[src/rtl/portfolio_variance.sv]
// Portfolio variance engine: snapshots an N x N covariance matrix and weight vector, then
// accumulates w_i*w_j*cov_ij with one shared MAC and emits a saturated Q.FRACT result.
module portfolio_variance #(
  parameter int WIDTH     = 16,
  parameter int FRACT     = 8,
  parameter int N_STOCKS  = 4,
  parameter int ACC_WIDTH = 52
) (
  input  logic                                clk,
  input  logic                                rst,
  input  logic                                valid_in,
  input  logic [N_STOCKS*N_STOCKS*WIDTH-1:0]  cov_in,
  input  logic [N_STOCKS*WIDTH-1:0]           w_in,
  output logic                                ready_out,
  output logic                                valid_out,
  output logic [WIDTH-1:0]                    var_out,
  output logic                                sat_out
);

  localparam int IDX_W = (N_STOCKS > 1) ? $clog2(N_STOCKS) : 1;
  localparam logic [IDX_W-1:0] LAST_IDX = IDX_W'(N_STOCKS - 1);

  localparam logic [1:0] ST_IDLE  = 2'd0;
  localparam logic [1:0] ST_ACCUM = 2'd1;
  localparam logic [1:0] ST_DONE  = 2'd2;

  // Clamp limits expressed at accumulator width so the comparison is exact.
  localparam logic signed [ACC_WIDTH-1:0] R_MAX = {{(ACC_WIDTH-WIDTH+1){1'b0}}, {(WIDTH-1){1'b1}}};
  localparam logic signed [ACC_WIDTH-1:0] R_MIN = {{(ACC_WIDTH-WIDTH+1){1'b1}}, {(WIDTH-1){1'b0}}};
  localparam logic [WIDTH-1:0] OUT_MAX = {1'b0, {(WIDTH-1){1'b1}}};
  localparam logic [WIDTH-1:0] OUT_MIN = {1'b1, {(WIDTH-1){1'b0}}};

  logic signed [WIDTH-1:0] cov_unpacked [N_STOCKS][N_STOCKS];
  logic signed [WIDTH-1:0] w_unpacked   [N_STOCKS];
  logic signed [WIDTH-1:0] cov_reg      [N_STOCKS][N_STOCKS];
  logic signed [WIDTH-1:0] w_reg        [N_STOCKS];

  logic [1:0]                  state_reg, state_next;
  logic [IDX_W-1:0]            i_reg, i_next;
  logic [IDX_W-1:0]            j_reg, j_next;
  logic signed [ACC_WIDTH-1:0] acc_reg, acc_next;
  logic                        valid_reg, valid_next;
  logic [WIDTH-1:0]            var_reg, var_next;
  logic                        sat_reg, sat_next;
  logic                        load;

  logic signed [2*WIDTH-1:0]   w_prod;
  logic signed [3*WIDTH-1:0]   term;
  logic signed [ACC_WIDTH-1:0] term_ext;
  logic signed [ACC_WIDTH-1:0] shifted;

  always_comb begin
    for (int a = 0; a < N_STOCKS; a++) begin
      w_unpacked[a] = w_in[a*WIDTH +: WIDTH];
      for (int b = 0; b < N_STOCKS; b++) begin
        cov_unpacked[a][b] = cov_in[(a*N_STOCKS+b)*WIDTH +: WIDTH];
      end
    end
  end

  // Weight pair product first, then the matrix entry: full 3*WIDTH precision, Q(3*FRACT).
  assign w_prod   = (2*WIDTH)'(w_reg[i_reg]) * (2*WIDTH)'(w_reg[j_reg]);
  assign term     = (3*WIDTH)'(w_prod) * (3*WIDTH)'(cov_reg[i_reg][j_reg]);
  assign term_ext = ACC_WIDTH'(term);
  assign shifted  = acc_reg >>> (2*FRACT);

  always_comb begin
    state_next = state_reg;
    i_next     = i_reg;
    j_next     = j_reg;
    acc_next   = acc_reg;
    valid_next = 1'b0;
    var_next   = var_reg;
    sat_next   = sat_reg;
    load       = 1'b0;
    case (state_reg)
      ST_IDLE: begin
        if (valid_in) begin
          load       = 1'b1;
          acc_next   = '0;
          i_next     = '0;
          j_next     = '0;
          state_next = ST_ACCUM;
        end
      end
      ST_ACCUM: begin
        acc_next = acc_reg + term_ext;
        if (j_reg == LAST_IDX) begin
          j_next = '0;
          if (i_reg == LAST_IDX) begin
            i_next     = '0;
            state_next = ST_DONE;
          end else begin
            i_next = i_reg + 1'b1;
          end
        end else begin
          j_next = j_reg + 1'b1;
        end
      end
      ST_DONE: begin
        valid_next = 1'b1;
        state_next = ST_IDLE;
        if (shifted > R_MAX) begin
          var_next = OUT_MAX;
          sat_next = 1'b1;
        end else if (shifted < R_MIN) begin
          var_next = OUT_MIN;
          sat_next = 1'b1;
        end else begin
          var_next = shifted[WIDTH-1:0];
          sat_next = 1'b0;
        end
      end
      default: begin
        state_next = ST_IDLE;
      end
    endcase
  end

  always_ff @(posedge clk or posedge rst) begin
    if (rst) begin
      state_reg <= ST_IDLE;
      i_reg     <= '0;
      j_reg     <= '0;
      acc_reg   <= '0;
      valid_reg <= 1'b0;
      var_reg   <= '0;
      sat_reg   <= 1'b0;
    end else begin
      state_reg <= state_next;
      i_reg     <= i_next;
      j_reg     <= j_next;
      acc_reg   <= acc_next;
      valid_reg <= valid_next;
      var_reg   <= var_next;
      sat_reg   <= sat_next;
    end
  end

  // Snapshot is frozen from the accept edge until the next accept.
  always_ff @(posedge clk or posedge rst) begin
    if (rst) begin
      for (int a = 0; a < N_STOCKS; a++) begin
        w_reg[a] <= '0;
        for (int b = 0; b < N_STOCKS; b++) begin
          cov_reg[a][b] <= '0;
        end
      end
    end else if (load) begin
      for (int a = 0; a < N_STOCKS; a++) begin
        w_reg[a] <= w_unpacked[a];
        for (int b = 0; b < N_STOCKS; b++) begin
          cov_reg[a][b] <= cov_unpacked[a][b];
        end
      end
    end
  end

  assign ready_out = (state_reg == ST_IDLE);
  assign valid_out = valid_reg;
  assign var_out   = var_reg;
  assign sat_out   = sat_reg;

endmodule
[config.mk]
export PLATFORM = sky130hd
export DESIGN_NAME = portfolio_variance
export DESIGN_NICKNAME = d
export VERILOG_FILES = /design/src/rtl/portfolio_variance.sv
export SDC_FILE = /design/constraint.sdc
export NUM_CORES = 2
export LEC_CHECK = 0
export CAP_MARGIN = 15
export CORE_AREA = 8 8 317 319
export CTS_BUF_LIST = sky130_fd_sc_hd__clkbuf_2
export DETAILED_ROUTE_END_ITERATION = 7
export DIE_AREA = 0 0 325 327
export PLACE_DENSITY = 0.7
export SLEW_MARGIN = 20
export SYNTH_ARGS = -nofsm -noshare
export SYNTH_HDL_FRONTEND = slang
export SYNTH_SLANG_ARGS = --single-unit
[constraint.sdc]
create_clock -name clk -period 45.1 [get_ports clk]
set_input_delay 11.275 -clock clk [delete_from_list [all_inputs] [get_ports clk]]
set_output_delay 11.275 -clock clk [all_outputs]
set_load 0.05 [all_outputs]
# == After elaboration in Yosys (flattened, before gate mapping) ==
# Cells that the tools add are included.
# classes
add_sub_neg,3
multipliers,2
div_mod_pow,0
order_cmp,4
eq_ne,7
shift,0
mux,31
bitwise_logic,2
reduce_logical,5
# ops
operator,n
$bmux W64 S2,1
$mux W16,8
$mux W64,2
$pmux W52 S2,1
$bmux W16 S2,3
$add A52 B48 Y52,1
$mux W52,1
$mul A32 B16 Y48,1
$gt A36 B16 Y1 const B,1
$lt A36 B16 Y1 const B,1
$mul A16 B16 Y32,1
$mux W2,7
$pmux W2 S2,3
$eq A2 B2 Y1 const B,3
$ge A3 B3 Y1 const B,2
$ne A2 B2 Y1 const B,3
$not A2 Y3,2
$reduce_and A3 Y1,2
$mux W1,5
$add A2 B1 Y2 const B,2
$eq A2 B1 Y1 const B,1
$logic_not A2 Y1,1
$reduce_and A2 Y1,1
$reduce_bool A2 Y1,1
# totals
ff_bits,396
latchBits,0
ramBits,0
romBits,0
inputBits,323
memories,0

# == Logic depth before layout (Yosys ltp) ==
# logic_depth
ltp_word,10
mapped_depth,55
depth_no_buf,47

# == Worst setup path before layout ==
# Ideal clock, no wire load.
# synth_timing
path_type,register to register
startpoint,register i_reg[0]
endpoint,register acc_reg[45]
setup_time_ps,122
t_arrival_ps,13397
required_ps,44978
setup_slack_ps,31582
stages_incl_launch_ff,51
path_buffers,9
synth_period_minus_slack_ps,13518
cell_sequence,dfrtp_1 -> buf_4 -> buf_4 -> buf_2 -> buf_2 -> buf_2 -> mux4_2 -> clkbuf_1 -> nand2_1 -> fa_1 -> fa_1 -> fa_1 -> fa_1 -> inv_1 -> fa_1 -> inv_1 -> fa_1 -> inv_1 -> [... 15 more ...] -> inv_1 -> fa_1 -> inv_1 -> fa_1 -> inv_1 -> fa_1 -> ha_1 -> clkbuf_1 -> a21oi_1 -> o21ai_0 -> a31oi_1 -> o21ai_0 -> a31oi_4 -> a21oi_2 -> o21a_1 -> o21a_1 -> or4_1 -> a32o_1
# synth_between
elab_chain_len,10
word_cells_on_any_way,14
classes_between,1 x add/sub; 2 x mul; 10 x mux; 1 x bitwise
# synth_rtl
item,line,text
from (decl),39,"logic [IDX_W-1:0] i_reg, i_next;"
from (signal assigned),131,i_reg <= i_next;
$not A2 Y3 (implied by the code) *,"62, 63",
"parallel branches: the longest is 6 deep, another holds $mul A16 B16 Y32",--,
$mul A32 B16 Y48 *,63,assign term = (3*WIDTH)'(w_prod) * (3*WIDTH)'(cov_reg[i_reg][j_reg]);
$add A52 B48 Y52 *,87,acc_next = acc_reg + term_ext;
$pmux W52 S2 *,76,case (state_reg)
to (signal assigned),133,acc_reg <= acc_next;
to (decl),41,"logic signed [ACC_WIDTH-1:0] acc_reg, acc_next;"
# Mark *: on every way between the ends. The select of a mux whose other input is x is not followed.
# A chain may end at the register's enable or synchronous reset.

# == Worst setup path after layout ==
# layout_timing
startpoint,register j_reg[0]
endpoint,register acc_reg[48]
# layout_between
elab_chain_len,8
word_cells_on_any_way,11
classes_between,1 x add/sub; 2 x mul; 7 x mux; 1 x bitwise
# layout_rtl
item,line,text
from (decl),40,"logic [IDX_W-1:0] j_reg, j_next;"
from (signal assigned),132,j_reg <= j_next;
$not A2 Y3 (implied by the code) *,"62, 63",
$bmux W16 S2,62,assign w_prod = (2*WIDTH)'(w_reg[i_reg]) * (2*WIDTH)'(w_reg[j_reg]);
$mux W16 (implied by the code) (2 in a row),62,
$mul A16 B16 Y32,62,
$mul A32 B16 Y48 *,63,
$add A52 B48 Y52 *,87,
$pmux W52 S2 *,76,
# Mark *: on every way between the ends. The rest lies on a longest branch, timed or not. The select of a mux whose other input is x is not followed.

==> impl_metrics.csv <==
group,metric,value,unit
run_status,status,"completed",
synthesis,async_reset_ff_frac,1.000,
setup_path,r2r_slack,30.82,ns
timing,tns,0,ns
die,dieArea,0.1063,mm²
synthesis,synth_top_cell_area_share,0.3460,
timing,finalCriticalPeriod,14.28,ns
route,wl_per_cell,19.43,µm
route,drc,0,
setup_path,crit_slowest_cell,"mux4_2",
route,dr.pass1.iters,5,
finish,nets,6720,
clock_tree,postCtsSetupRepairBufs,0,
route,via_count,35578,
clock_tree,h-tree-depth,3,
global_route,grt_max_degree,157,
finish,drive_above_1_share,0.06486,
route,wirelength,130.5,mm
die,chipHeight,327,µm
finish,syn_to_final_growth,11.57,%
global_route,grt_pass1_vias,39298,
clock_tree,cts_buffer_depth,3,
timing,finalSetupViolations,0,
synthesis,yosysWarnings,0,
run,maxCapViolations,0,
timing,worst_slew_pin_slew,1.174,ns
setup_path,cp_data_arrival_time,15.35,ns
synthesis,synth_nets,6468,
timing,rsz0062_at_grt,"false",
synthesis,synth.avg_cell_area,9.246,µm²
clock_tree,cts_buffers,102,
clock_tree,cts_root_buf,"clkbuf_2",
setup_path,path_delay_family,"adder cells",
route,detail-route-antenna-nets,0,
setup_path,crit_fanout,41,
placed_design,io_buffers,341,
setup_path,crit_required,46.17,ns
timing,relSlewSlack,0.2171,
timing,finalCritPeriodShare,0.3166,
timing,max_freq,70.03,MHz
die,dieWidth,325,µm
clock_tree,cts_tree,"built",
synthesis,ys_ff_latch,396,
synthesis,synth_cell_types,68,
clock_tree,clk_latency,1.27,ns
placed_design,dp_hpwl,102.3,mm
route,drtIter0Drc,2661,
timing,clock_skew,0.2126,ns
setup_path,critical_path.endpoint_type,"register",
synthesis,netlist_instances,5106,
clock_tree,cts_resized,0,
setup_path,startpoint_type,"register",
clock_tree,path_clk_slew,0.11,ns
synthesis,netlist_area,0.04721,mm²
die,core,0.09571,mm²
global_route,antenna_found_initial,15,
clock_tree,cts_hold_buf,0,
synthesis,ys_top_cells_by_area,"fa_1, dfrtp_1, nand2_1, inv_1, ha_1",
clock_tree,clock_sinks,396,
synthesis,yosys_most_used_dff,"dfrtp_1",
finish,largest_reg_flops,256,
timing,drv_slew,0,
synthesis,synth_seq_area_share,0.2099,
global_route,grt_usage,0.2529,
timing,finalHoldViolCount,0,
setup_path,crit_buf_inv,9,
die,ios,342,
synthesis,synth_edf_count,0,
setup_path,path_common_cell,"fa_1",
global_route,grt_first_pass_wirelength,214.8,mm
synthesis,synth_area_leader_cell,"fa_1",
die,start_util,0.4933,
setup_path,slowest_delay,0.80,ns
setup_path,path_class,"reg2reg",
global_route,gr-total-overflow,0,
worst_hold_path,holdCritPathClass,"reg2reg",
placed_design,finalWeightedCongestion,0.9123,
die,row_count,114,
route,via_per_inst,5.297,
## per-layer routing
layer,up-vias,global-route usage,part of all wire
met5,-,0,0.00010
met4,2,0.09284,0.037
met3,255,0.05233,0.076
met2,1319,0.4218,0.48
met1,18100,0.3275,0.40
li1,15902,-,-
## cell usage in the layout, fill, tap and decap left out, drive strengths merged, types with 4 or more instances in the layout
cell type,n
inv,929
or3,10
ha,223
a211oi,6
and2,251
clkinv,33
clkdlybuf4s50,341
nand2,1475
mux2,7
clkbuf,136
or2,8
o21ai,123
mux4,106
fa,816
xor2,32
nand2b,23
o211ai,5
nor2b,12
nor4,6
buf,47
diode,14
o31ai,5
nand3,31
a21o,43
mux2i,8
a311oi,4
nand4,13
a21oi,73
nor2,107
and3,15
nor3,10
a32o,4
xnor2,57
o21a,15
o21bai,10
a31oi,8
dfrtp,396
## metrics by stage
stage,setup WS [ns],cells,util,hold slack (ns),cell area [µm²]
global placement,30.82,6530,0.5403,0.4528,51710
detailed placement,30.74,6530,0.5403,0.4575,51710
CTS,30.83,6703,0.5499,0.4788,52630
floorplan,22.81,5106,-,0.4403,47210
global route,30.05,6717,0.5503,0.4923,52670
finish,30.82,6717,0.5503,0.4752,52670
## cells in the mapped netlist, drive strengths merged, types with 6 or more instances
cell type / n
nand2: 1475
inv: 925
fa: 816
dfrtp: 396
and2: 251
ha: 223
clkbuf: 212
o21ai: 123
nor2: 107
mux4: 106
a21oi: 73
xnor2: 57
a21o: 43
xor2: 32
nand3: 31
buf: 28
nand2b: 23
and3: 15
o21a: 15
nand4: 13
nor2b: 12
nor3: 10
o21bai: 10
or3: 10
a31oi: 8
mux2i: 8
or2: 8
mux2: 7
a211oi: 6
nor4: 6
## cell type report
class	instances	area, µm²
fillers	8569	43040
flip-flops and latches	396	9920
repair buffers	388	3779
diodes	14	35.03
well taps	1276	1597
clock buffers	136	680.7
inverters	926	3483
clock inverters	37	240.2
multi-input cells	3544	32940
## cell families (layout without fill, tap and decap cells)
logic type	count (synthesis)	count (layout)	synth area share
other	0	14	0
muxes	121	121	0.05393
and+or+nand+nor	1974	1974	0.1773
xor gates and xnor gates	90	90	0.01699
AOI/OAI and AO/OA	320	320	0.04331
DFF	396	396	0.2099
adders and majority gates	1039	1039	0.4051
buffers and inverters	1166	1487	0.09345
## worst register-to-register path, delay by kind of cell, from the launching register on
kind | cells | cell delay, ns
multiplexers | 1 | 0.86
AO/OA/AOI/OAI | 12 | 2.72
adder cells (fa/ha/maj) | 14 | 6.91
AND/OR/NAND/NOR | 6 | 1.42
XOR/XNOR | 1 | 0.79
buffers and inverters | 9 | 1.15
flip-flops | 1 | 0.35
## path summary, 6_finish.rpt
path / cells past startpoint / startpoint / endpoint
setup reg to reg: 43 / j_reg[0]$_DFFE_PP0P_ / acc_reg[48]$_DFFE_PP0P_
max in group asynchronous: 4 / rst / acc_reg[28]$_DFFE_PP0P_
min in group asynchronous: 2 / rst / cov_reg[60]$_DFFE_PP0P_
setup / recovery: 43 / j_reg[0]$_DFFE_PP0P_ / acc_reg[48]$_DFFE_PP0P_
hold / removal: 2 / cov_reg[55]$_DFFE_PP0P_ / cov_reg[55]$_DFFE_PP0P_
hold reg to reg: 2 / cov_reg[55]$_DFFE_PP0P_ / cov_reg[55]$_DFFE_PP0P_
Power is left out: the tool's default activity adds up to more than one toggle a clock period on the data nets, which glitch-free logic cannot reach.
